--- config.mk ---
export PLATFORM = sky130hd
export DESIGN_NAME = freq_meter
export DESIGN_NICKNAME = d
export VERILOG_FILES = /design/src/rtl/freq_meter.sv
export SDC_FILE = /design/constraint.sdc
export NUM_CORES = 1
export LEC_CHECK = 0
export ABC_AREA = 1
export CORE_MARGIN = 2
export CORE_UTILIZATION = 35
export CTS_BUF_LIST = sky130_fd_sc_hd__clkbuf_2
export DETAILED_ROUTE_END_ITERATION = 7
export HOLD_SLACK_MARGIN = 0.06
export PLACE_DENSITY = 0.63
export SETUP_SLACK_MARGIN = 0.5
export SYNTH_ARGS = -nofsm -noshare
export SYNTH_HDL_FRONTEND = slang
export SYNTH_SLANG_ARGS = --single-unit
--- constraint.sdc ---
create_clock -name sCLK -period 4.46 [get_ports sCLK]
set_input_delay 1.338 -clock sCLK [delete_from_list [all_inputs] [get_ports sCLK]]
set_output_delay 1.338 -clock sCLK [all_outputs]
set_load 0.005 [all_outputs]
--- src/rtl/freq_meter.sv ---
// -----------------------------------------------------------------------------
// freq_meter
//   Counts rising edges of an asynchronous square wave over a fixed window of
//   GATE_CYCLES sCLK cycles. At the end of each window the count is published
//   on FREQ together with a one-cycle VALID strobe. This is the inverse of the
//   clock divider: it recovers a toggle rate instead of generating one.
//
//   Optional build macro: FREQ_METER_PERIOD_EN
//     When defined, the PERIOD output is added. It reports the number of sCLK
//     cycles between the last two detected edges.
//
// Parameters
//   GATE_CYCLES : window length in sCLK cycles (>= 4)
//   CNT_W       : width of the edge counter, FREQ and PERIOD
//
// Ports
//   sCLK   : system clock, all logic on its rising edge
//   RESET  : synchronous reset, active low
//   EN     : 1 = measure continuously, 0 = go idle
//   SIG_IN : asynchronous signal under measurement
//   FREQ   : rising-edge count of the last completed window
//   VALID  : one-cycle pulse when FREQ/OVF update
//   OVF    : last completed window saturated the edge counter
//   BUSY   : a window is in progress
//   PERIOD : (FREQ_METER_PERIOD_EN only) sCLK cycles between the last two edges
// -----------------------------------------------------------------------------
module freq_meter #(
  parameter int GATE_CYCLES = 50000000,
  parameter int CNT_W       = 32
) (
  input  logic             sCLK,
  input  logic             RESET,
  input  logic             EN,
  input  logic             SIG_IN,
  output logic [CNT_W-1:0] FREQ,
  output logic             VALID,
  output logic             OVF,
  output logic             BUSY
`ifdef FREQ_METER_PERIOD_EN
  ,
  output logic [CNT_W-1:0] PERIOD
`endif
);

  localparam int              GW        = (GATE_CYCLES > 1) ? $clog2(GATE_CYCLES) : 1;
  localparam logic [GW-1:0]   GATE_LAST = GW'(GATE_CYCLES - 1);
  localparam logic [CNT_W-1:0] CNT_MAX  = '1;

  typedef enum logic [1:0] {
    IDLE    = 2'd0,
    ARM     = 2'd1,
    MEASURE = 2'd2
  } state_t;

  state_t state_reg, state_next;

  logic             sync1_reg, sync2_reg, dly_reg, edge_reg;
  logic [GW-1:0]    gate_cnt_reg;
  logic [CNT_W-1:0] edge_cnt_reg;
  logic             wovf_reg;
  logic [CNT_W-1:0] freq_reg;
  logic             valid_reg, ovf_reg;

  logic [CNT_W:0]   edge_sum;
  logic             edge_sat;
  logic [CNT_W-1:0] edge_cnt_next;
  logic             terminal;

  // Extra MSB of the sum exposes the carry-out, which is exactly the case
  // where an edge arrives while the counter already holds all-ones.
  assign edge_sum      = {1'b0, edge_cnt_reg} + {{CNT_W{1'b0}}, edge_reg};
  assign edge_sat      = edge_sum[CNT_W];
  assign edge_cnt_next = edge_sat ? CNT_MAX : edge_sum[CNT_W-1:0];
  assign terminal      = (state_reg == MEASURE) && (gate_cnt_reg == GATE_LAST);

  // ---------------------------------------------------------------------------
  // FSM
  // ---------------------------------------------------------------------------
  always_ff @(posedge sCLK) begin
    if (!RESET) begin
      state_reg <= IDLE;
    end else begin
      state_reg <= state_next;
    end
  end

  // Dropping EN in MEASURE leaves immediately. On the terminal cycle, the
  // datapath still publishes the closing window.
  always_comb begin
    state_next = state_reg;
    case (state_reg)
      IDLE:    if (EN) state_next = ARM;
      ARM:     state_next = EN ? MEASURE : IDLE;
      MEASURE: if (!EN) state_next = IDLE;
      default: state_next = IDLE;
    endcase
  end

  // ---------------------------------------------------------------------------
  // Input path and window datapath
  // ---------------------------------------------------------------------------
  always_ff @(posedge sCLK) begin
    if (!RESET) begin
      sync1_reg    <= 1'b0;
      sync2_reg    <= 1'b0;
      dly_reg      <= 1'b0;
      edge_reg     <= 1'b0;
      gate_cnt_reg <= '0;
      edge_cnt_reg <= '0;
      wovf_reg     <= 1'b0;
      freq_reg     <= '0;
      valid_reg    <= 1'b0;
      ovf_reg      <= 1'b0;
    end else begin
      sync1_reg <= SIG_IN;
      sync2_reg <= sync1_reg;
      // dly tracks sync2 in every state. Therefore, by the end of ARM a level
      // that was already high matches sync2 and does not look like a rising
      // edge in the first MEASURE cycle.
      dly_reg   <= sync2_reg;
      edge_reg  <= (state_reg != IDLE) & sync2_reg & ~dly_reg;
      valid_reg <= 1'b0;

      if (terminal) begin
        // This cycle's edge belongs to the closing window.
        freq_reg     <= edge_cnt_next;
        ovf_reg      <= wovf_reg | edge_sat;
        valid_reg    <= 1'b1;
        gate_cnt_reg <= '0;
        edge_cnt_reg <= '0;
        wovf_reg     <= 1'b0;
      end else if ((state_reg == MEASURE) && EN) begin
        gate_cnt_reg <= gate_cnt_reg + GW'(1);
        edge_cnt_reg <= edge_cnt_next;
        wovf_reg     <= wovf_reg | edge_sat;
      end else begin
        // IDLE, ARM, or an abandoned window: the partial count is discarded.
        gate_cnt_reg <= '0;
        edge_cnt_reg <= '0;
        wovf_reg     <= 1'b0;
      end
    end
  end

  assign FREQ  = freq_reg;
  assign VALID = valid_reg;
  assign OVF   = ovf_reg;
  assign BUSY  = (state_reg == MEASURE);

`ifdef FREQ_METER_PERIOD_EN
  // ---------------------------------------------------------------------------
  // Edge-to-edge period measurement
  // ---------------------------------------------------------------------------
  logic [CNT_W-1:0] per_cnt_reg, period_reg;
  logic             seen_reg;

  always_ff @(posedge sCLK) begin
    if (!RESET) begin
      per_cnt_reg <= '0;
      period_reg  <= '0;
      seen_reg    <= 1'b0;
    end else if (state_next == IDLE) begin
      per_cnt_reg <= '0;
      period_reg  <= '0;
      seen_reg    <= 1'b0;
    end else if (state_reg == MEASURE) begin
      if (edge_reg) begin
        // The first edge of a session only starts the count, because there is
        // no earlier edge to measure against.
        per_cnt_reg <= CNT_W'(1);
        seen_reg    <= 1'b1;
        if (seen_reg) begin
          period_reg <= per_cnt_reg;
        end
      end else if (per_cnt_reg != CNT_MAX) begin
        per_cnt_reg <= per_cnt_reg + CNT_W'(1);
      end
    end else begin
      per_cnt_reg <= '0;
      seen_reg    <= 1'b0;
    end
  end

  assign PERIOD = period_reg;
`endif

endmodule

---- Word-level counts from Yosys, hierarchy flattened ----
Cells that the tools add are included.
word-level totals
  register bits after elaboration ......... 99
  bits of input ports ..................... 4
  output and inout port bits .............. 35
  logic and storage cells ................. 36
operators by class
  add/sub/neg operators ................... 2
  equal/unequal tests ..................... 5
  muxes and demuxes ....................... 6
  bitwise logic cells ..................... 6
  reduce and logical (&&, ||, !) cells .... 6
operators with widths
  kind                     count
  $add A32 B1 Y33          1
  $mux W32                 1
  $add A26 B1 Y26 const B  1
  $eq A26 B26 Y1 const B   1
  $mux W2                  3
  $pmux W2 S3              1
  $ne A2 B2 Y1 const B     2
  $not A1 Y1               3
  $reduce_or A3 Y1         1
  $and A1 B1 Y1            2
  $eq A2 B1 Y1 const B     1
  $eq A2 B2 Y1 const B     1
  $logic_and A1 B1 Y1      2
  $logic_not A2 Y1         1
  $reduce_and A2 Y1        1
  $reduce_bool A2 Y1       1
  $mux W1                  1
  $or A1 B1 Y1             1

---- Longest topological paths before layout ----
  depth after elaboration ................. 4
  mapped depth ............................ 12

---- Worst setup path after synthesis ----
No wires, ideal clock.
  kind .................................... in2reg
  from .................................... input port RESET
  to ...................................... register freq_reg[21] (netlist: FREQ[21])
  library setup time ...................... 64 ps
  arrival ................................. 1991 ps
  data required time ...................... 4396 ps
  slack ................................... 2405 ps
  cell stages on the path ................. 4
  cell sequence ........................... clkbuf_1 -> clkbuf_1 -> o21ai_0 -> nor2_1
RTL lines
  what                  RTL line  text
  from (decl)           32        input logic RESET,
  to (signal assigned)  126       freq_reg <= edge_cnt_next;
  to (decl)             61        logic [CNT_W-1:0] freq_reg;

---- Final worst setup path ----
  from .................................... register state_reg[1]
  to ...................................... output port BUSY
on the way
  word-level cells in the longest chain between the ends .. 1
ends and longest elaborated chain
  what                    RTL line  text
  from (decl)             55        state_t state_reg, state_next;
  from (signal assigned)  83        state_reg <= state_next;
  $eq A2 B2 Y1            148       assign BUSY = (state_reg == MEASURE);
  to (decl)               38        output logic BUSY
No other way between the ends.

==> impl_results.md <==
- Status: completed
- Total chip power: 0.001342 W
- Number of hold buffers added after CTS: 0
- Fmax: 328.7 MHz
- Vias per cell: 4.543
- Logic pwr share: 1.1%
- Gr usage total: 15.77%
- GPL Wtd Cong: 0.8429
- Post-DP Area: 5258 um^2
- DRC viols: 0
- Crit path kind: reg -> out
- Clock transition at the registers of the reported paths: 260 ps
- Post-synth top area share: 41.85%
- Synth top area cells: dfxtp_1 42%, nand2_1 14%, nor2_1 12%, inv_1 6.2%, nand3_1 3.3%
- Part of the power in registers: 66.5%
- Leading area contributor after synthesis: dfxtp_1
- Max_cap viols: 0
- Avg Synthesized Cell Area: 6.756 um^2
- CORE AREA: 13240 um^2
- Yosys warning total: 0
- Post-Syn Nets: 708
- Starting Density: 35.76%
- Setup bufs post-CTS: 0
- Die height: 120.3 um
- Post-CTS resize count: 0
- Antenna viol nets, final: 0
- Sw Share: 23.71%
- Switching power: 0.0003182 W
- Largest net degree at the start of global routing: 53
- Crit path DAT: 1700 ps
- First-pass GRT wire length: 18.42 mm
- Min Tclk post-route: 3042 ps
- Commonest non-fill, non-tap cell in the layout: nand2_1
- Internal: 0.001024 W
- Leakage: 2.129 nW
- CP peak stage delay: 520 ps
- Setup_tns: 0 ps
- Fillcell total: 1450
- CTS tree: done
- Fin util: 40.58%
- Final hold viol count: 0
- CTS Root Cell: clkbuf_2
- Routed via count: 4166
- Worst-Margin Slew: 664.6 ps
- Clock Power Share: 32.4%
- CP Data Required Time: 3120 ps
- Max Transition Viols Final: 0
- CP Max Fanout: 4
- Critical Path End Type: output pin
- Post-route cell area: 5374 um^2
- Initial antenna violation count: 1
- Number of synthesized flops with an enable pin: 0
- Skew final: 23.10 ps
- CP max-delay cell: clkdlybuf4s50_1
- Pwr dens: 249.7 nW/um^2
- CP startpoint kind: flop
- GRT Residual Overflow: 0
- Post-synthesis cell area: 4736 um^2
- Most frequent cells in the layout: 177 x nand2_1, 153 x nor2_1, 99 x dfxtp_1, 78 x inv_1, 38 x clkdlybuf4s50_1
- IO Pins: 39
- Die area: 14480 um^2
- 1st-iter DRT viols: 234
- Register area share after synthesis: 41.85%
- Number of distinct library cells after synthesis: 29
- HPWL Detailed: 7.847 mm
- VDD IR-drop max: 0.09704 mV
- Relative slew slack: 55.56%
- Post-synthesis sequential element count: 99
- Nets: 742
- Setup Viol. Count Final: 0
- Buf+Inv Stages, Crit Path: 2
- Clk buf depth: 2
- Routed len/inst: 11.79 um
- H-tree depth: 3
- Clk Latency, worst-skew pair: 570 ps
- Number of global-route vias before repair: 3847
- TritonCTS Buffers: 9
- Rows: 42
- Asr flop ratio synth: 0%
- Cells after Synth: 701
- Share of cells above drive strength 1: 7.027%
- Final WL: 10.81 mm
- Clk sinks: 99
- Hold Crit Class: reg -> reg
- Drt pass-1 iters: 5
- Area Growth Syn to Fin: 13.47%
- Port bufs: 38
- Final period utilization: 68.20%
- CP top delay family: buffers and inverters
- Die width: 120.3 um
- Crit-path cells: inv_2 -> nor2_2 -> clkdlybuf4s50_1
- Most used DFF post-synth: dfxtp_1
- Unrepaired setup endpoints after global routing: no
[worst paths after layout]
path	from	end	slack (ps)	depth (start not counted)
max	state_reg[1]	BUSY	1420	3
min	dly_reg	edge_reg	420	1
max reg2reg	gate_cnt_reg[0]	edge_cnt_reg[20]	1560	11
min reg2reg	dly_reg	edge_reg	420	1
[through the flow]
stage	instances	hold WS [ps]	worst slack (ps)
after floorplan	701	375.7	2405
after global placement	900	384.0	1169
after detailed placement	900	389.6	1095
after CTS	916	418.7	1367
after global routing	917	424.9	1197
final	917	419.8	1418
[layout make-up]
| type | count | area, um^2 | share of cell area (%) |
|---|---|---|---|
| sequential | 99 | 1982 | 36.88 |
| inverter | 86 | 322.8 | 6.007 |
| multi-input combinational | 499 | 2337 | 43.49 |
| timing repair buffer | 40 | 395.4 | 7.357 |
| clock inverter | 7 | 68.82 | 1.281 |
| tap | 176 | 220.2 | 4.098 |
| antenna | 1 | 2.502 | 0.04657 |
| clock buffer | 9 | 45.04 | 0.8382 |
[cells by family after synthesis]
logic type / after synthesis / share of synthesized area, %
fa+ha+maj: 3 / 0.7927
xor+xnor: 23 / 4.254
flops: 99 / 41.85
compound gates: 58 / 6.262
buf+inv: 103 / 8.798
simple gates: 415 / 38.04
[power by group through the flow]
stage	registers (W)	clock network [W]	logic, W
6_report	0.000892	0.000435	0.0000147
3_5_place_dp	0.000908	0	0.0000150
5_1_grt	0.000893	0.000484	0.0000168
4_1_cts	0.000892	0.000450	0.0000151
2_1_floorplan	0.000907	0	0.00000861
3_3_place_gp	0.000907	0	0.0000148
[per-layer routing]
layer,GRT usage [%],vias to the layer above,share of wire (%)
met3,3.774,11,4.0
met1,22.89,1853,53
li1,-,2237,-
met4,3.924,0,1.2
met5,0,-,0
met2,23.51,65,42
[worst reg2reg max path: cells and delay by family, from the launching register on]
kind	cells	cell delay (ps)
adder cells (fa/ha/maj)	1	250
buffers and inverters	4	870
flip-flops	1	550
AND/OR/NAND/NOR	6	1150
[cell usage after synthesis (2+ instances only)]
library cell    n
a21oi_1        29
buf_2          12
buf_6           2
clkbuf_1        3
dfxtp_1        99
ha_1            3
inv_1          78
inv_2           7
nand2_1       177
nand2_2         2
nand2_4         2
nand3_1        31
nand3_2        11
nand3b_1        4
nand4_1        10
nor2_1        153
nor2_2          6
nor2_4          2
nor3_1         10
nor3b_1         2
o21ai_0        25
o21ai_1         2
or2_2           4
xnor2_1         7
xor2_1         16
Power figures use the tool's default switching activity.
